==> src/rtl/addr_data_sweep_gen_if.sv <==
// Handshake/bus bundle for addr_data_sweep_gen: control inputs, sweep parameters and the beat channel.
interface addr_data_sweep_gen_if #(
  parameter int ADDR_W = 4,
  parameter int DATA_W = 4
) ();
  logic              start;
  logic              abort;
  logic [1:0]        mode;
  logic [ADDR_W-1:0] addr_lo;
  logic [ADDR_W-1:0] addr_hi;
  logic [DATA_W-1:0] data_seed;
  logic              out_ready;
  logic              out_valid;
  logic [ADDR_W-1:0] addr;
  logic [DATA_W-1:0] data;
  logic              busy;
  logic              done;

  modport master (
    input  start, abort, mode, addr_lo, addr_hi, data_seed, out_ready,
    output out_valid, addr, data, busy, done
  );

  modport slave (
    output start, abort, mode, addr_lo, addr_hi, data_seed, out_ready,
    input  out_valid, addr, data, busy, done
  );
endinterface

==> src/rtl/addr_data_sweep_gen.sv <==
// Address/data sweep generator over [addr_lo..addr_hi] with selectable data patterns.
// Macro ADDR_DATA_SWEEP_WRAP_EN: restart at addr_lo after the last beat instead of finishing.
module addr_data_sweep_gen #(
  parameter int ADDR_W = 4,
  parameter int DATA_W = 4
) (
  input logic                  clk,
  input logic                  rst_n,
  addr_data_sweep_gen_if.master bus
);

  typedef enum logic [1:0] {S_IDLE, S_RUN, S_DONE} state_t;
  typedef enum logic [1:0] {M_INC, M_CONST, M_WALK1, M_INVINC} mode_t;

  state_t            state_q, state_d;
  mode_t             mode_q, mode_d;
  logic [ADDR_W-1:0] addr_q, addr_d;
  logic [ADDR_W-1:0] hi_q, hi_d;
  logic [DATA_W-1:0] data_q, data_d;
  logic              valid_q, valid_d;
  logic              busy_q, busy_d;
  logic              done_q, done_d;
`ifdef ADDR_DATA_SWEEP_WRAP_EN
  logic [ADDR_W-1:0] lo_q, lo_d;
  logic [DATA_W-1:0] seed_q, seed_d;
`endif
  logic [DATA_W-1:0] seed_eff;

  function automatic logic [DATA_W-1:0] step_data(input logic [DATA_W-1:0] d, input mode_t m);
    logic [DATA_W-1:0] r;
    case (m)
      M_INC:    r = d + 1'b1;
      M_CONST:  r = d;
      M_WALK1:  r = {d[DATA_W-2:0], d[DATA_W-1]};
      default:  r = ~d + 1'b1;
    endcase
    return r;
  endfunction

  // WALK1 from an all-zero seed would never show a bit, so it starts from 1.
  always_comb begin
    seed_eff = bus.data_seed;
    if (mode_t'(bus.mode) == M_WALK1 && bus.data_seed == '0) seed_eff = {{(DATA_W-1){1'b0}}, 1'b1};
  end

  always_comb begin
    state_d = state_q;
    mode_d  = mode_q;
    addr_d  = addr_q;
    hi_d    = hi_q;
    data_d  = data_q;
    valid_d = valid_q;
    busy_d  = busy_q;
    done_d  = 1'b0;
`ifdef ADDR_DATA_SWEEP_WRAP_EN
    lo_d    = lo_q;
    seed_d  = seed_q;
`endif
    case (state_q)
      S_IDLE: begin
        if (bus.start && !bus.abort) begin
          mode_d = mode_t'(bus.mode);
          hi_d   = bus.addr_hi;
`ifdef ADDR_DATA_SWEEP_WRAP_EN
          lo_d   = bus.addr_lo;
          seed_d = seed_eff;
`endif
          if (bus.addr_lo <= bus.addr_hi) begin
            state_d = S_RUN;
            addr_d  = bus.addr_lo;
            data_d  = seed_eff;
            valid_d = 1'b1;
            busy_d  = 1'b1;
          end else begin
            state_d = S_DONE;
            done_d  = 1'b1;
          end
        end
      end
      S_RUN: begin
        if (bus.abort) begin
          state_d = S_IDLE;
          valid_d = 1'b0;
          busy_d  = 1'b0;
        end else if (valid_q && bus.out_ready) begin
          if (addr_q == hi_q) begin
`ifdef ADDR_DATA_SWEEP_WRAP_EN
            addr_d  = lo_q;
            data_d  = seed_q;
`else
            state_d = S_DONE;
            valid_d = 1'b0;
            busy_d  = 1'b0;
            done_d  = 1'b1;
`endif
          end else begin
            addr_d = addr_q + 1'b1;
            data_d = step_data(data_q, mode_q);
          end
        end
      end
      S_DONE: begin
        state_d = S_IDLE;
      end
      default: begin
        state_d = S_IDLE;
        valid_d = 1'b0;
        busy_d  = 1'b0;
      end
    endcase
  end

  always_ff @(posedge clk or negedge rst_n) begin
    if (!rst_n) begin
      state_q <= S_IDLE;
      mode_q  <= M_INC;
      addr_q  <= '0;
      hi_q    <= '0;
      data_q  <= '0;
      valid_q <= 1'b0;
      busy_q  <= 1'b0;
      done_q  <= 1'b0;
`ifdef ADDR_DATA_SWEEP_WRAP_EN
      lo_q    <= '0;
      seed_q  <= '0;
`endif
    end else begin
      state_q <= state_d;
      mode_q  <= mode_d;
      addr_q  <= addr_d;
      hi_q    <= hi_d;
      data_q  <= data_d;
      valid_q <= valid_d;
      busy_q  <= busy_d;
      done_q  <= done_d;
`ifdef ADDR_DATA_SWEEP_WRAP_EN
      lo_q    <= lo_d;
      seed_q  <= seed_d;
`endif
    end
  end

  assign bus.out_valid = valid_q;
  assign bus.addr      = addr_q;
  assign bus.data      = data_q;
  assign bus.busy      = busy_q;
  assign bus.done      = done_q;

endmodule

==> src/flat_wrapper.sv <==
// flat-port wrapper written by rule: the top's interface ports become plain ports
module addr_data_sweep_gen_flat 
#(
  parameter int ADDR_W = 4,
  parameter int DATA_W = 4
)
  (clk, rst_n, bus_start, bus_abort, bus_mode, bus_addr_lo, bus_addr_hi, bus_data_seed, bus_out_ready, bus_out_valid, bus_addr, bus_data, bus_busy, bus_done);
  addr_data_sweep_gen_if #(.ADDR_W(ADDR_W), .DATA_W(DATA_W)) bus_i ();
  input logic clk;
  input logic rst_n;
  input wire logic [$bits(bus_i.start)-1:0] bus_start;
  input wire logic [$bits(bus_i.abort)-1:0] bus_abort;
  input wire logic [$bits(bus_i.mode)-1:0] bus_mode;
  input wire logic [$bits(bus_i.addr_lo)-1:0] bus_addr_lo;
  input wire logic [$bits(bus_i.addr_hi)-1:0] bus_addr_hi;
  input wire logic [$bits(bus_i.data_seed)-1:0] bus_data_seed;
  input wire logic [$bits(bus_i.out_ready)-1:0] bus_out_ready;
  output wire logic [$bits(bus_i.out_valid)-1:0] bus_out_valid;
  output wire logic [$bits(bus_i.addr)-1:0] bus_addr;
  output wire logic [$bits(bus_i.data)-1:0] bus_data;
  output wire logic [$bits(bus_i.busy)-1:0] bus_busy;
  output wire logic [$bits(bus_i.done)-1:0] bus_done;
  assign bus_i.start = bus_start;
  assign bus_i.abort = bus_abort;
  assign bus_i.mode = bus_mode;
  assign bus_i.addr_lo = bus_addr_lo;
  assign bus_i.addr_hi = bus_addr_hi;
  assign bus_i.data_seed = bus_data_seed;
  assign bus_i.out_ready = bus_out_ready;
  assign bus_out_valid = bus_i.out_valid;
  assign bus_addr = bus_i.addr;
  assign bus_data = bus_i.data;
  assign bus_busy = bus_i.busy;
  assign bus_done = bus_i.done;
  addr_data_sweep_gen #(.ADDR_W(ADDR_W), .DATA_W(DATA_W)) u_core (.clk(clk), .rst_n(rst_n), .bus(bus_i));
endmodule
==> config.mk <==
export PLATFORM = sky130hd
export DESIGN_NAME = addr_data_sweep_gen_flat
export DESIGN_NICKNAME = d
export VERILOG_FILES = /design/src/rtl/addr_data_sweep_gen_if.sv /design/src/rtl/addr_data_sweep_gen.sv /design/src/flat_wrapper.sv
export SDC_FILE = /design/constraint.sdc
export NUM_CORES = 1
export LEC_CHECK = 0
export CAP_MARGIN = 25
export CELL_PAD_IN_SITES_DETAIL_PLACEMENT = 1
export CELL_PAD_IN_SITES_GLOBAL_PLACEMENT = 1
export CORE_UTILIZATION = 38
export CTS_BUF_LIST = sky130_fd_sc_hd__clkbuf_8
export CTS_CLUSTER_SIZE = 25
export DETAILED_ROUTE_END_ITERATION = 10
export HOLD_SLACK_MARGIN = 0.12
export PLACE_DENSITY = 0.81
export SETUP_SLACK_MARGIN = 0.05
export SLEW_MARGIN = 20
export SYNTH_ARGS = -nofsm -noshare
export SYNTH_HDL_FRONTEND = slang
export SYNTH_SLANG_ARGS = --single-unit
==> constraint.sdc <==
create_clock -name clk -period 4.05 [get_ports clk]
set_clock_uncertainty 0.15 [all_clocks]
set_input_delay 0.405 -clock clk [delete_from_list [all_inputs] [get_ports clk]]
set_output_delay 0.405 -clock clk [all_outputs]
set_load 0.02 [all_outputs]
==> results.toml, run 1 <==
[sta]
pins_over_slew_limit = 0
final_setup_viols = 0
fin_setup_tns_ps = 0
final_min_period_over_clock_period = 0.5997
minimum_period_implied_by_the_final_worst_setup_slack_ps = 2429
slew_headroom = 0.4362
hold_violations = 0
rsz_0062_raised_after_global_routing = "no"
max_freq_mhz = 411.7
worst_pin_slew_ps = 843.0

[worst_setup_path]
cp_data_arrival_time_ps = 2420
cp-start-kind = "flip-flop"
worst-path-max-fanout = 15
crit-reg2reg-launch = "u_core.state_q[1]"
crit_start = "u_core.state_q[1]"
critical_path_class = "flip-flop to flip-flop"
critical_path_required_ps = 4040
timing.critical_path.to_type = "flip-flop"

[global_routing]
first_global_vias = 1121
gr-total-overflow = 0
grt_first_pass_wirelength_mm = 5.354
grt_start_max_net_pins = 19
globalRouteTotalUtil = 0.2117
met3_usage = 0.01786
antenna_found_initial = 0
grt_use_met1 = 0.2786
grt_busiest_layer = "met2"
gr-usage-met2 = 0.3571

[detailed_routing]
detail_route.iter0.violations = 47
wirelength_mm = 3.089
dr.pass1.iters = 7
drt-vias-per-instance = 6.000
routed-via-count = 1080
post_drt_wl_per_cell_um = 17.16
count_of_unresolved_drc_violations_after_routing = 3
post_drt_antenna_nets = 0

[pwr]
leakage_uw = 0.0006428
irDropWorstVdd_mv = 0.3918
pwr_cell_area_nw_per_um2 = 623.4

[layout]
finish.net_count = 174
instances_no_fill = 180
share_of_final_layout_standard_cells_stronger_than_drive_strength_1 = 0.1074
final-seq-area_sq_um = 450.4
fill_cells = 333
insertedDiodeCount = 0
multi_input_comb_area_sq_um = 660.6
synthToLayoutAreaGrowth_pct = 28.99

[logic_synthesis]
post_synth.cell_area_avg_sq_um = 9.535
synthDominantAreaCellType = "sky130_fd_sc_hd__dfrtp_1"
synthArstFlopShare = 1.000
synth_cell_count_leaders = "sky130_fd_sc_hd__dfrtp_1, sky130_fd_sc_hd__nand2_1, sky130_fd_sc_hd__o21ai_0"
sequential_cell_area_fraction_in_the_yosys_report = 0.3810
synth_top_cell_area_share = 0.3810
yosys.cell_count.top_type = "sky130_fd_sc_hd__dfrtp_1"
synth.net_count = 148
synth.cell_area_sq_um = 1182
ys_top_cells_by_area = "sky130_fd_sc_hd__dfrtp_1, sky130_fd_sc_hd__mux2_2, sky130_fd_sc_hd__ha_1"
mapped_cells = 124
synth-seq-cells = 18
synth_ff_type = "sky130_fd_sc_hd__dfrtp_1"
synth_edf_count = 0
yosys_warnings = 0
unique_cell_type_count_in_the_yosys_netlist = 40

[placement]
place_congestion = 0.8634
numPlacedInstances = 176
post-dp-hpwl_mm = 2.280
io_buffer_count = 29

[clocking]
count_of_h_tree_levels_built_during_cts = 1
post_cts_resize_count = 0
cts_tree = "done"
cts.sinks = 18
worstSkewPairLatency_ps = 250
cts-buffers-inserted = 3
ctsRootBufferMaster = "sky130_fd_sc_hd__clkbuf_8"
ctsHoldBuffers = 0
cts.clk_slew.worst_paths_ps = 70
ctsLongestPathBuffers = 2
cts.repair_timing.setup_buffer_count = 0

[die]
core.rowCount = 19
effective_utilization_at_floorplan = 0.4145
dieArea_sq_um = 3339
die_height_um = 57.78
die_width_um = 57.78
ios = 30
core_outline_area_sq_um = 2853

[worst_hold_path]
hold_path_startpoint = "u_core.hi_q[3]"
hold_path.class = "flip-flop to flip-flop"

[run_status]
violations = "DRC"
run_status = "finished, violations left"

[job]
max_cap_viol_count = 0
[power by group]
group          internal, uW  switching, uW  total (uW)
Combinational           231            204         435
Clock                  86.4           62.0         148
Sequential              242            126         368
[final timing paths]
kind	cells past startpoint	endpoint	slack [ps]
max	5	u_core.bus.data[3]	1620
max in group asynchronous	1	u_core.bus.addr[2]	2750
min reg2reg	1	u_core.hi_q[3]	390
max reg2reg	5	u_core.bus.data[3]	1620
min	1	u_core.hi_q[3]	390
min in group asynchronous	1	u_core.hi_q[1]	480
[critical path: stages, from the launching register on]
cell and delay, ps:
sky130_fd_sc_hd__dfrtp_1 420, sky130_fd_sc_hd__nand2b_1 420, sky130_fd_sc_hd__nor2_1 280, sky130_fd_sc_hd__nand4_1 330, sky130_fd_sc_hd__o21ai_2 340, sky130_fd_sc_hd__mux2_2 370
[state kept, by name, indices dropped and copies added, names as in the netlist]
register and count:
u_core.state_q 2, u_core.bus.done 1, u_core.bus.addr 4, u_core.mode_q 2, u_core.hi_q 4, u_core.bus.out_valid 1
u_core.bus.data 4
[layout make-up]
| cell class | instances | area share |
|---|---|---|
| Tap cell | 31 | 0.02543 |
| Multi-Input combinational cell | 90 | 0.4331 |
| Timing Repair Buffer | 29 | 0.1903 |
| Inverter | 8 | 0.01969 |
| Clock buffer | 4 | 0.03610 |
| Sequential cell | 18 | 0.2953 |
[per-stage QoR]
step	hold slack (ps)	setup slack, ps	area, sq um	util	total power [uW]
after floorplan	-40.59	2054	1182	-	623.5
after global placement	370.3	1456	1470	0.5154	783.6
after detailed placement	377.7	1410	1470	0.5154	801.1
after CTS	393.4	1609	1525	0.5346	957.3
after global routing	410.8	1371	1525	0.5346	1017
final	388.8	1621	1525	0.5346	950.9
[routing by layer]
metal,part of all wire,vias to the layer above
met5,0,-
met2,0.48,36
li1,-,510
met4,0.021,0
met3,0.039,8
met1,0.46,526
[layout by cell type (no fill, tap or decap), drive strengths merged, types with 2 or more instances in the layout]
master,Yosys,routed
a21bo,2,2
nor2,4,4
clkdlybuf4s50,0,29
o22a,2,2
inv,8,8
clkbuf,6,4
xnor2,4,4
dfrtp,18,18
o21ai,10,10
a31oi,2,2
ha,5,5
nand3,5,5
o41ai,3,3
mux2,8,8
o211ai,2,2
nor3,3,3
nand2,9,9
a21oi,5,5
mux2i,2,2
a211oi,3,3
nor2b,3,3
nand4,2,2
[logic make-up after synthesis]
family / count (synthesis) / synth area share
AOI/OAI and AO/OA: 39 / 0.2339
and+or+nand+nor: 32 / 0.1492
DFF: 18 / 0.3810
buffers and inverters: 16 / 0.06032
muxes: 10 / 0.09313
adders and majority gates: 5 / 0.05291
xor gates and xnor gates: 4 / 0.02963
Power figures use the tool's default switching activity.
==> run 2, diff against run 1 <==
clock period = 2.4 ns   (was 4.05 ns; I/O delays follow)
==> results.toml, run 2 (synthesis results as in run 1) <==
[run_status]
run_status = "finished, violations left"
violations = "DRC"

[clocking]
cts.sinks = 18
ctsLongestPathBuffers = 2
worstSkewPairLatency_ps = 260
cts_tree = "done"
ctsHoldBuffers = 0
count_of_h_tree_levels_built_during_cts = 1
cts.clk_slew.worst_paths_ps = 70
cts-buffers-inserted = 3
ctsRootBufferMaster = "sky130_fd_sc_hd__clkbuf_8"

[worst_setup_path]
cp_data_arrival_time_ps = 2210
critical_path_class = "input port to flip-flop"
worst-path-max-fanout = 6
cp-start-kind = "input port"
timing.critical_path.to_type = "flip-flop"
crit_start = "bus_addr_hi[2]"
critical_path_required_ps = 2390
crit-reg2reg-launch = "u_core.bus.addr[0]"

[global_routing]
antenna_found_initial = 0
grt_first_pass_wirelength_mm = 5.940
grt_start_max_net_pins = 19
gr-total-overflow = 0
globalRouteTotalUtil = 0.2374
first_global_vias = 1222

[sta]
rsz_0062_raised_after_global_routing = "no"
final_min_period_over_clock_period = 0.9211
max_freq_mhz = 452.3
worst_pin_slew_ps = 513.5
fin_setup_tns_ps = 0
hold_violations = 0
post-route-worst-setup-slack_ps = 189.3
final_setup_viols = 0
slew_headroom = 0.6570
pins_over_slew_limit = 0
minimum_period_implied_by_the_final_worst_setup_slack_ps = 2211

[worst_hold_path]
hold_path.class = "input port to asynchronous set/reset pin"

[layout]
layout.cells.most_common = "sky130_fd_sc_hd__clkdlybuf4s50_1"
mostFrequentLayoutCells = "sky130_fd_sc_hd__clkdlybuf4s50_1, sky130_fd_sc_hd__dfrtp_1, sky130_fd_sc_hd__nand2_1"
final-seq-area_sq_um = 450.4
multi_input_comb_area_sq_um = 660.6
postLayoutCellArea_sq_um = 1578
finish.net_count = 181
insertedDiodeCount = 0
fill_cells = 323
share_of_final_layout_standard_cells_stronger_than_drive_strength_1 = 0.1474
synthToLayoutAreaGrowth_pct = 33.44

[pwr]
irDropWorstVdd_mv = 0.5749
leakage_uw = 0.0006744
pwr_cell_area_nw_per_um2 = 1040
p_int_uw = 957.8
p_sw_uw = 683.0
power.share.combinational = 0.464
sequentialPowerShare = 0.379
power.share.switching = 0.4163
power.total_uw = 1641
p_clk_frac = 0.157

[detailed_routing]
count_of_unresolved_drc_violations_after_routing = 3
post_drt_wl_per_cell_um = 18.50
detail_route.iter0.violations = 58
drt-vias-per-instance = 6.064
wirelength_mm = 3.459
post_drt_antenna_nets = 0
routed-via-count = 1134
dr.pass1.iters = 7

[die]
effective_utilization_at_floorplan = 0.4145
dieArea_sq_um = 3339
ios = 30
die_height_um = 57.78
core_outline_area_sq_um = 2853
core.rowCount = 19
die_width_um = 57.78

[job]
max_cap_viol_count = 0

[placement]
dpl_cell_area_sq_um = 1523
post-dp-hpwl_mm = 2.475
io_buffer_count = 29
detailedPlace.worstSlack_ps = -67.44
place_congestion = 0.8783
==> run 2: changes by cell type in the layout (fill, tap and decap cells not counted) <==
| cell | previous run | this run |
|---|---|---|
| sky130_fd_sc_hd__o21ai_0 | 9 | 8 |
| sky130_fd_sc_hd__o21ai_1 | 0 | 1 |
| sky130_fd_sc_hd__buf_4 | 0 | 7 |
==> run 2: stage by stage <==
stage	cells	hold WS [ps]	utilization
after floorplan	124	-205.6	-
after global placement	183	366.0	0.5338
after detailed placement	183	371.1	0.5338
after CTS	187	164.2	0.5531
after global routing	187	194.6	0.5531
final	187	151.1	0.5531
==> run 2: worst paths after layout <==
check,endpoint,slack [ps],cells after the start
min in group clk,u_core.hi_q[1],390,1
worst min-delay path,u_core.hi_q[0],150,2
max in group asynchronous,u_core.mode_q[1],1740,2
worst max-delay path,u_core.bus.data[3],190,8
worst max register to register,u_core.bus.data[3],370,5
worst min register to register,u_core.hi_q[1],390,1
==> run 2: power by group through the flow <==
stage	clock (uW)	combinational (uW)	sequential (uW)
3_3_place_gp	0	725	608
6_report	257	762	621
2_1_floorplan	0	447	605
5_1_grt	269	824	652
4_1_cts	259	765	618
3_5_place_dp	0	754	620
==> run 2: layout make-up <==
type                       instances  share of cell area
inverter                           8             0.01903
timing repair buffer              36              0.2173
sequential                        18              0.2855
tap                               31             0.02458
multi-input combinational         90              0.4187
clock buffer                       4             0.03489
==> run 2: repair_timing <==
| item | CTS | global route |
|---|---|---|
| buffers inserted | 0 | 0 |
| resized for setup | 0 | 1 |
| endpoints found under the setup margin | 0 | 3 |
==> run 2: critical path: stages <==
cell and delay [ps]:
sky130_fd_sc_hd__clkdlybuf4s50_1 470, sky130_fd_sc_hd__inv_1 50, sky130_fd_sc_hd__ha_1 320, sky130_fd_sc_hd__a211oi_1 200, sky130_fd_sc_hd__o21ai_1 140, sky130_fd_sc_hd__a21bo_2 260
sky130_fd_sc_hd__o21ai_2 130, sky130_fd_sc_hd__mux2_2 390
==> run 2: per-layer routing <==
layer	up-vias	GRT usage	routed length [um]
met5	-	0	0
met4	0	0.1463	107
met3	11	0.03795	143
met2	37	0.3754	1702
met1	562	0.3058	1506
li1	524	-	-
